## src/rtl/alu_seq.sv

```systemverilog
// alu_seq -- multi-cycle shift-add multiplier / multiply-accumulate sequencer
// that drives an external 8-bit combinational ALU.
//
// One operation at a time through start/busy/done:
//   op 0 MUL : result = a*b mod 256
//   op 1 MAC : result = acc + a*b mod 256, acc <= result
//   op 2 CLR : acc <= 0, result <= 0
//   op 3     : reserved, result <= 0, acc untouched
// MUL/MAC spend 8 cycles in RUN, one add per multiplier bit, using the ALU.
//
// Ports
//   clk, reset          : clock, synchronous active-high reset
//   start, op, a, b     : request (accepted only in IDLE)
//   busy, done          : busy in RUN/DONE, done = one-cycle completion pulse
//   result, zero_flag   : last result and its registered zero flag
//   alu_ctrl/in_1/in_2  : ALU drive, all zero outside RUN
//   alu_out, alu_zero   : ALU response (alu_zero is not needed here)
module alu_seq (
    input  logic       clk,
    input  logic       reset,
    input  logic       start,
    input  logic [1:0] op,
    input  logic [7:0] a,
    input  logic [7:0] b,
    output logic       busy,
    output logic       done,
    output logic [7:0] result,
    output logic       zero_flag,
    output logic [1:0] alu_ctrl,
    output logic [7:0] alu_in_1,
    output logic [7:0] alu_in_2,
    input  logic [7:0] alu_out,
    input  logic       alu_zero
);

    typedef enum logic [1:0] {
        IDLE = 2'd0,
        RUN  = 2'd1,
        DONE = 2'd2
    } state_t;

    localparam logic [1:0] OP_MUL  = 2'd0;
    localparam logic [1:0] OP_MAC  = 2'd1;
    localparam logic [1:0] OP_CLR  = 2'd2;
    localparam logic [1:0] ALU_ADD = 2'd2;

    state_t     state, state_n;
    logic [7:0] prod;
    logic [7:0] mcand;
    logic [7:0] mplier;
    logic [2:0] cnt;
    logic [7:0] acc;
    logic       is_mac;
    logic [7:0] prod_n;
    logic       unused_alu_zero;

    assign unused_alu_zero = alu_zero;

    // Partial product after this RUN cycle: take the ALU sum only when the
    // current multiplier bit is set.
    assign prod_n = mplier[0] ? alu_out : prod;

    always_ff @(posedge clk) begin
        if (reset) begin
            state <= IDLE;
        end else begin
            state <= state_n;
        end
    end

    always_comb begin
        state_n  = state;
        busy     = 1'b0;
        done     = 1'b0;
        alu_ctrl = '0;
        alu_in_1 = '0;
        alu_in_2 = '0;
        case (state)
            IDLE: begin
                if (start) begin
                    if (op == OP_MUL || op == OP_MAC) begin
                        state_n = RUN;
                    end else begin
                        state_n = DONE;
                    end
                end
            end
            RUN: begin
                busy     = 1'b1;
                alu_ctrl = ALU_ADD;
                alu_in_1 = prod;
                alu_in_2 = mcand;
                if (cnt == 3'd7) begin
                    state_n = DONE;
                end
            end
            DONE: begin
                busy    = 1'b1;
                done    = 1'b1;
                state_n = IDLE;
            end
            default: begin
                state_n = IDLE;
            end
        endcase
    end

    always_ff @(posedge clk) begin
        if (reset) begin
            prod      <= '0;
            mcand     <= '0;
            mplier    <= '0;
            cnt       <= '0;
            acc       <= '0;
            is_mac    <= 1'b0;
            result    <= '0;
            zero_flag <= 1'b1;
        end else begin
            case (state)
                IDLE: begin
                    if (start) begin
                        if (op == OP_MUL || op == OP_MAC) begin
                            mcand  <= a;
                            mplier <= b;
                            cnt    <= '0;
                            is_mac <= (op == OP_MAC);
                            prod   <= (op == OP_MAC) ? acc : 8'd0;
                        end else begin
                            if (op == OP_CLR) begin
                                acc <= '0;
                            end
                            result    <= '0;
                            zero_flag <= 1'b1;
                        end
                    end
                end
                RUN: begin
                    prod   <= prod_n;
                    mcand  <= {mcand[6:0], 1'b0};
                    mplier <= {1'b0, mplier[7:1]};
                    cnt    <= cnt + 3'd1;
                    if (cnt == 3'd7) begin
                        result    <= prod_n;
                        zero_flag <= (prod_n == 8'd0);
                        if (is_mac) begin
                            acc <= prod_n;
                        end
                    end
                end
                default: begin
                end
            endcase
        end
    end

endmodule
```

## config.mk

```make
export PLATFORM = sky130hd
export DESIGN_NAME = alu_seq
export DESIGN_NICKNAME = d
export VERILOG_FILES = /design/src/rtl/alu_seq.sv
export SDC_FILE = /design/constraint.sdc
export NUM_CORES = 1
export LEC_CHECK = 0
export BUFFER_PORTS_ARGS = -buffer_cell sky130_fd_sc_hd__buf_4
export CAP_MARGIN = 10
export CORE_AREA = 2 2 71 73
export DETAILED_ROUTE_END_ITERATION = 7
export DIE_AREA = 0 0 73 75
export PLACE_DENSITY = 0.86
export SYNTH_ARGS = -nofsm -noshare
export SYNTH_HDL_FRONTEND = slang
export SYNTH_SLANG_ARGS = --single-unit
```

## constraint.sdc

```tcl
create_clock -name clk -period 2.7 [get_ports clk]
set_clock_uncertainty 0.2 [all_clocks]
set_input_delay 0.135 -clock clk [delete_from_list [all_inputs] [get_ports clk]]
set_output_delay 0.135 -clock clk [all_outputs]
set_load 0.005 [all_outputs]
```

Yosys cells after proc, flatten, opt, wreduce, memory -nomap -nowiden
Cells that the tools add are included.
Widths: inputs -> output; s select.
{"block": "word_totals", "latch_bits": 0, "elab_cells": 69, "input_bits": 30, "rom_bits": 0, "reg_bits": 47, "mem_bits_rw": 0, "memories": 0, "out_inout_bits": 29}
{"block": "classes", "n_mul": 0, "reduce_logical": 11, "addsub": 1, "shift": 0, "mux": 37, "order_cmp": 0, "n_bitwise": 0, "n_eq_ne": 11, "div_mod_pow": 0}
{"op": "$mux 8", "count": 18}
{"op": "$pmux 8 s2", "count": 5}
{"op": "$ne 2x2->1 const B", "count": 6}
{"op": "$logic_not 8->1", "count": 1}
{"op": "$mux 2", "count": 4}
{"op": "$mux 3", "count": 2}
{"op": "$pmux 3 s2", "count": 1}
{"op": "$reduce_and 3->1", "count": 2}
{"op": "$reduce_and 6->1", "count": 1}
{"op": "$mux 1", "count": 5}
{"op": "$eq 2x1->1 const B", "count": 2}
{"op": "$eq 2x2->1 const B", "count": 2}
{"op": "$logic_not 2->1", "count": 2}
{"op": "$pmux 2 s2", "count": 1}
{"op": "$reduce_and 4->1", "count": 1}
{"op": "$add 3x1->3 const B", "count": 1}
{"op": "$eq 3x3->1 const B", "count": 1}
{"op": "$pmux 1 s2", "count": 1}
{"op": "$reduce_and 2->1", "count": 1}
{"op": "$reduce_bool 2->1", "count": 1}
{"op": "$reduce_or 2->1", "count": 1}
{"op": "$logic_or 1x1->1", "count": 1}

Longest topological paths before layout
Gate-level depths: netlist of run 1.
{"block": "depth", "ltp_word": 5, "mapped_depth": 9, "ltp_nobuf": 6}

Worst setup path before layout of run 1
Ideal clock, no wire load.
{"block": "synth_path", "path_type": "register to register", "startpoint": "register state[0]", "endpoint": "register mcand[7]", "period_less_slack_ps": 1865, "setup_ps": 141, "arrival_ps": 1523, "path_stages_with_launch": 9, "path_buffers": 2, "t_required_ps": 2359, "setup_slack_ps": 835, "path_cell_list": "dfxtp_1 > inv_1 > ha_1 > and3b_4 > or2_1 > buf_6 > buf_6 > nor2_1 > a211oi_2"}
{"block": "synth_between", "elab_chain_len": 3, "word_cells_on_any_way": 7, "cone_classes": "eq/ne: 3; mux: 1; reduce/logical: 3"}
{"element": "start, declared", "line_no": "47", "text": "state_t state, state_n;"}
{"element": "start signal, assigned", "line_no": "67", "text": "state <= state_n;"}
{"element": "$logic_not 2->1 / $eq 2x1->1 (equally long branches)", "line_no": "119", "text": "case (state)"}
{"element": "$ne 2x2->1 (no line) / $reduce_bool 2->1 (equally long branches)"}
{"element": "$reduce_and 3->1 (no line)"}
{"element": "end signal, assigned", "line_no": "139", "text": "mcand <= {mcand[6:0], 1'b0};"}
{"element": "end, declared", "line_no": "49", "text": "logic [7:0] mcand;"}
Several ways; a longest one is shown, not always the timed one.
A chain may end at the register's enable or synchronous reset.

Worst setup path after layout of run 1
{"block": "layout_path", "startpoint": "register state[0]", "endpoint": "register result[1]"}
{"block": "layout_between", "elab_chain_len": 3, "word_cells_on_any_way": 8, "cone_classes": "eq/ne: 4; mux: 1; reduce/logical: 3"}
{"element": "$eq 2x1->1 / $logic_not 2->1 (equally long branches)", "line_no": "119"}
{"element": "$ne 2x2->1 (no line) / $reduce_bool 2->1 (equally long branches)"}
{"element": "$reduce_and 4->1 (no line)"}
{"element": "end signal, assigned", "line_no": "143", "text": "result <= prod_n;"}
{"element": "end, declared", "line_no": "27", "text": "output logic [7:0] result,"}
Several ways; a longest one is shown, not always the timed one.

==> reports/summary.txt, run 1 <==
run status -> finished, final reports clean
switching power -> 0.000461 W
total I/O pin count -> 59
post-CTS setup repair buffer count -> 0
Final WS setup -> 524 ps
DR iter-0 viols -> 106
RR Endpoint -> result[1]$_SDFFE_PP0P_
yosys warns -> 0
FMAX -> 460 MHz
post-synth net total -> 290
Tcrit/Tclk final -> 0.806
largest fanout on the critical path -> 10
row count -> 25
Mean Syn Cell Area -> 9.46 µm²
Core Region -> 4660 µm²
Hold Crit Class -> in -> reg
Pint -> 0.00128 W
CTS tree -> yes
combinational power share -> 0.204
maxcap violations -> 0
GRT overflow -> 0
XOR/XNOR Fraction of Synth Area -> 0
Arr. time, crit path -> 2150 ps
Hold Path Stages -> 3
Synth Area in Simple Gates -> 0.211
first-pass GRT wire length -> 8.52 mm
Post-layout nets -> 341
asr flop ratio synth -> 0
Flop pwr share -> 0.449
Routed Antenna Nets -> 0
die area -> 5480 µm²
largest family of logic cells by synthesized area -> simple AND/OR/NAND/NOR gates
commonest non-fill, non-tap cells in the layout -> buf_4 (60), nor2_1 (47), dfxtp_1 (47)
R2R setup slack -> 520 ps
Initial Util -> 0.516
DR pass1 iterations -> 4
total power after layout -> 0.00174 W
hold bufs inserted after CTS -> 4
Seq/Total Area, Yosys -> 0.391
initial antenna violation count -> 0
H-tree Lvls -> 2
CP peak stage delay -> 520 ps
mux cell area share after synthesis -> 0.167
Chip Width -> 73 µm
synthesized area -> 2400 µm²
Switching Share -> 0.266
routed wire length -> 5.17 mm
Data required, critical path -> 2670 ps
Sink Count -> 47
Main synth FF type -> dfxtp_1
vias in the first global route -> 1879
diode count -> 0
adder-cell share of the synthesized area -> 0.0312
Routed WL per cell -> 14.4 µm
clock power share -> 0.347
worst-margin pin slew -> 659 ps
CTS clk-pin slew, worst paths -> 90 ps
total track usage -> 0.198
critical path's slowest cell -> o21a_1
setup violators final -> 0
Setup crit end kind -> flop
IO Port Bufs -> 56
area occupied by multi-input gates -> 1330 µm²
Final GP Congestion -> 0.759
Longest Clk Path Bufs -> 2
clock root buffer -> clkbuf_8
Synth Area in Compound Gates -> 0.141
worst min-delay path startpoint -> b[2]
Util after Layout -> 0.637
leakage -> 1.25 nW
P per Cell Area -> 585 nW/µm²
sequential cell area -> 941 µm²
DRC Markers -> 0
via count -> 1977
register bit total from synthesis -> 47
Worst VDD drop -> 0.333 mV
number of synthesized flops with an enable pin -> 0
Slew HR -> 0.560
post-detail-place hpwl -> 3.35 mm
setup TNS -> 0 ps
Startpoint Class -> flop
CP cell instances -> inv_1 -> ha_1 -> and3_1 -> o21a_1 -> mux2i_1 -> nor2_1
Final Slew Violations -> 0
Hold Path End -> mplier[2]$_SDFFE_PP0P_
largest net degree at the start of global routing -> 48
most common cell after layout, fill and taps aside -> buf_4
fill count -> 402
CTS resizes -> 0
vias per inst -> 5.49
reg2reg start -> state[0]$_SDFFE_PP0P_
Die Y -> 75 µm
CTS Buf Count -> 5
RSZ-0062 raised after global routing -> no
Min Clock Period, post-route -> 2180 ps
Final Hold Fails -> 0
FF-to-FF path depth -> 6
layout cells sized above 1 -> 0.275
Yosys cell types -> 34
cells after synthesis -> 254
Setup CP Type -> reg -> reg
P&R area growth vs syn -> 23.5%
DP Worst Slack -> 535 ps
clk_lat worst skew -> 300 ps
[how the worst max path moves through the flow]
stage | start | end | slack (ps) | cells past startpoint
2_1_floorplan | state[0]$_SDFFE_PP0P_ | mcand[7]$_SDFFE_PP0P_ | 840 | 8
6_report | state[0]$_SDFFE_PP0P_ | result[1]$_SDFFE_PP0P_ | 520 | 6
3_5_place_dp | state[0]$_SDFFE_PP0P_ | result[1]$_SDFFE_PP0P_ | 540 | 6
4_1_cts | state[0]$_SDFFE_PP0P_ | result[1]$_SDFFE_PP0P_ | 520 | 6
5_1_grt | state[0]$_SDFFE_PP0P_ | cnt[2]$_SDFFE_PP0P_ | 380 | 7
3_3_place_gp | state[0]$_SDFFE_PP0P_ | result[1]$_SDFFE_PP0P_ | 570 | 6
[metrics by stage]
| stage | std cells | cell area, µm² | hold WS (ps) |
|---|---|---|---|
| final | 360 | 2970 | 14.8 |
| after CTS | 360 | 2970 | 7.67 |
| after global placement | 348 | 2800 | 194 |
| after global routing | 360 | 2970 | 13.6 |
| after detailed placement | 348 | 2800 | 204 |
| after floorplan | 254 | 2400 | 81.8 |
[cells in the mapped netlist (2+ instances only)]
master | number | area share
a211oi_1 | 9 | 0.028
ha_1 | 6 | 0.031
nor4_1 | 2 | 0.0052
inv_1 | 3 | 0.0047
buf_2 | 3 | 0.0062
buf_4 | 4 | 0.012
clkbuf_1 | 6 | 0.0094
nand2b_1 | 2 | 0.0052
nand2_1 | 6 | 0.0094
dfxtp_1 | 47 | 0.39
a21oi_1 | 6 | 0.012
nor3_1 | 10 | 0.021
nor2_1 | 47 | 0.073
nand3_1 | 2 | 0.0042
nand3b_1 | 3 | 0.0094
and2_1 | 16 | 0.042
buf_1 | 2 | 0.0031
nor2b_1 | 8 | 0.021
a22oi_1 | 3 | 0.0094
mux2i_1 | 40 | 0.17
buf_6 | 4 | 0.019
a211oi_2 | 13 | 0.068
[power groups by stage]
stage          clock (W)  sequential [W]  combinational (W)
6_report        0.000603        0.000780           0.000353
5_1_grt         0.000642        0.000788           0.000387
4_1_cts         0.000612        0.000779           0.000356
3_5_place_dp           0        0.000795           0.000348
3_3_place_gp           0        0.000793           0.000338
2_1_floorplan          0        0.000777           0.000278
[per-layer routing]
metal,wire [µm],global-route usage,vias up
met5,0,0,-
met4,71,0.0556,0
met3,284,0.0428,6
met2,2510,0.339,60
met1,2300,0.253,935
li1,-,-,976
[state kept, by name, indices dropped and copies added (netlist names)]
name,count
mcand,8
zero_flag,1
acc,8
prod,8
mplier,8
result,8
cnt,3
state,2
is_mac,1
[area by class of cell]
| class | count | share of cell area |
|---|---|---|
| Timing Repair Buffer | 64 | 0.165 |
| Sequential cell | 47 | 0.317 |
| Inverter | 3 | 0.00379 |
| Clock inverter | 2 | 0.0202 |
| Clock buffer | 6 | 0.0244 |
| Multi-Input combinational cell | 184 | 0.447 |
| Tap cell | 54 | 0.0228 |
[cell families after synthesis]
family / after synthesis
other cells: 1
flops: 47
simple gates: 101
buf+inv: 23
fa+ha+maj: 6
compound gates: 36
mux: 40
[worst max-delay path: cells and delay by family, from the launching register on]
kind	cells	cell delay (ps)
AO/OA/AOI/OAI	1	520
adder cells (fa/ha/maj)	1	320
flip-flops	1	350
buffers and inverters	1	90
AND/OR/NAND/NOR	2	320
multiplexers	1	260
Note: power is estimated with default switching activity, not from simulation.
==> run 2, diff against run 1 <==
Clock period 2.7 ns to 2.1 ns, I/O delays scaled along.
==> run 2 against run 1 <==
Net effect:
- sequential power is 27% higher
- largest power group unchanged
- combinational power up 45%
- die area stayed put
==> reports/summary.txt, run 2 (synthesis results as in run 1) <==
DP Worst Slack -> 95.6 ps (was 535 ps)
Largest delay share family, worst path -> simple AND/OR/NAND/NOR gates (was compound AO/OA/AOI/OAI gates)
Die Y -> 75 µm (unchanged)
IO Port Bufs -> 56 (unchanged)
DR pass1 iterations -> 4 (unchanged)
commonest non-fill, non-tap cells in the layout -> buf_4 (63), nor2_1 (47), dfxtp_1 (47) (was buf_4 (60), nor2_1 (47), dfxtp_1 (47))
Worst VDD drop -> 0.447 mV (was 0.333 mV)
Slew HR -> 0.601 (was 0.560)
CTS tree -> yes (unchanged)
Setup CP Type -> reg -> reg (unchanged)
clock root buffer -> clkbuf_8 (unchanged)
area occupied by multi-input gates -> 1330 µm² (about the same)
routing usage on met3 -> 0.0415 (was 0.0428)
Final WS setup -> 155 ps (was 524 ps)
Final Hold Fails -> 0 (unchanged)
CTS clk-pin slew, worst paths -> 80 ps (was 90 ps)
sequential cell area -> 941 µm² (unchanged)
Min Clock Period, post-route -> 1940 ps (was 2180 ps)
DP Area -> 2860 µm² (was 2800 µm²)
critical path's slowest cell -> dfxtp_1 (was o21a_1)
met1 GRT Util -> 0.253 (about the same)
routed wire length -> 5.24 mm (was 5.17 mm)
Longest Clk Path Bufs -> 2 (unchanged)
clk_lat worst skew -> 290 ps (was 300 ps)
Buf/Inv on CP -> 2 (was 1)
fill count -> 373 (was 402)
post-detail-place hpwl -> 3.50 mm (was 3.35 mm)
Startpoint Class -> flop (unchanged)
Post-layout nets -> 357 (was 341)
leakage -> 1.32 nW (was 1.25 nW)
P&R area growth vs syn -> 29.7% (was 23.5%)
Hold Crit Class -> in -> reg (unchanged)
Data required, critical path -> 2060 ps (was 2670 ps)
CP peak stage delay -> 400 ps (was 520 ps)
FMAX -> 514 MHz (was 460 MHz)
CTS Buf Count -> 5 (unchanged)
Initial Util -> 0.516 (unchanged)
Tcrit/Tclk final -> 0.926 (was 0.806)
Final Instance Area -> 3120 µm² (was 2970 µm²)
die area -> 5480 µm² (unchanged)
DRC Markers -> 0 (unchanged)
Sink Count -> 47 (unchanged)
Final Slew Violations -> 0 (unchanged)
initial antenna violation count -> 0 (unchanged)
DR iter-0 viols -> 116 (was 106)
run status -> finished, final reports clean (unchanged)
setup violators final -> 0 (unchanged)
largest net degree at the start of global routing -> 48 (unchanged)
total I/O pin count -> 59 (unchanged)
Setup crit end kind -> flop (unchanged)
Routed WL per cell -> 14.0 µm (was 14.4 µm)
Arr. time, crit path -> 1910 ps (was 2150 ps)
GR Layer Usage met2 -> 0.347 (was 0.339)
Final GP Congestion -> 0.815 (was 0.759)
total track usage -> 0.200 (was 0.198)
RSZ-0062 raised after global routing -> no (unchanged)
Core Region -> 4660 µm² (unchanged)
vias per inst -> 5.44 (was 5.49)
CP cell instances -> inv_1 -> ha_2 -> and3b_4 -> or2_1 -> buf_12 -> nor2_1 -> a211oi_2 (was inv_1 -> ha_1 -> and3_1 -> o21a_1 -> mux2i_1 -> nor2_1)
Chip Width -> 73 µm (unchanged)
R2R setup slack -> 160 ps (was 520 ps)
first-pass GRT wire length -> 8.58 mm (was 8.52 mm)
layer with the highest usage -> met2 (unchanged)
H-tree Lvls -> 2 (unchanged)
maxcap violations -> 0 (unchanged)
vias in the first global route -> 1929 (was 1879)
layout cells sized above 1 -> 0.280 (was 0.275)
setup TNS -> 0 ps (unchanged)
most common cell after layout, fill and taps aside -> buf_4 (unchanged)
row count -> 25 (unchanged)
Routed Antenna Nets -> 0 (unchanged)
GRT overflow -> 0 (unchanged)
worst-margin pin slew -> 596 ps (was 659 ps)
diode count -> 0 (unchanged)
largest fanout on the critical path -> 41 (was 10)
via count -> 2039 (was 1977)
P per Cell Area -> 688 nW/µm² (was 585 nW/µm²)
post-CTS setup repair buffer count -> 0 (unchanged)
-- run 2: power breakdown --
part	switching [W]	leakage, nW	total [W]	internal, W
clock network	0.000296	0.0502	0.000644	0.000348
registers	0.0000414	0.383	0.000991	0.000950
logic	0.000260	0.883	0.000511	0.000251
-- run 2: cell type report --
cell class,instances,area share
multi-input combinational,184,0.426
sequential,47,0.302
timing repair buffer,80,0.213
clock buffer,5,0.0221
tap,54,0.0217
clock inverter,2,0.0120
inverter,3,0.00361
-- run 2: stage by stage --
stage,instances,utilization,hold WS [ps],power [W]
floorplan,254,-,51.8,0.00136
global placement,353,0.613,165,0.00148
detailed placement,353,0.613,181,0.00150
CTS,375,0.668,4.38,0.00216
global route,375,0.669,25.1,0.00225
finish,375,0.669,4.81,0.00215
-- run 2: final timing paths --
path	from	cells after the start	endpoint
worst max-delay path	state[0]$_SDFFE_PP0P_	7	mplier[3]$_SDFFE_PP0P_
worst min-delay path	b[0]	3	mplier[0]$_SDFFE_PP0P_
worst max register to register	state[0]$_SDFFE_PP0P_	7	mplier[3]$_SDFFE_PP0P_
worst min register to register	mplier[7]$_SDFFE_PP0P_	2	mplier[7]$_SDFFE_PP0P_
-- run 2: timing repair --
action / in CTS / in global routing
hold endpoints to repair: 15 / 0
hold buffers: 15 / 0
resized for setup: 0 / 1
setup endpoints to repair: 0 / 6
-- run 2: layer usage --
metal / part of all wire / vias to the layer above
met4: 0.014 / 0
met5: 0 / -
met1: 0.45 / 971
li1: - / 1006
met3: 0.041 / 8
met2: 0.50 / 54
-- run 2: worst min-delay path, stage by stage --
cell	delay (ps)
buf_4	80
mux2i_1	70
a211oi_2	200
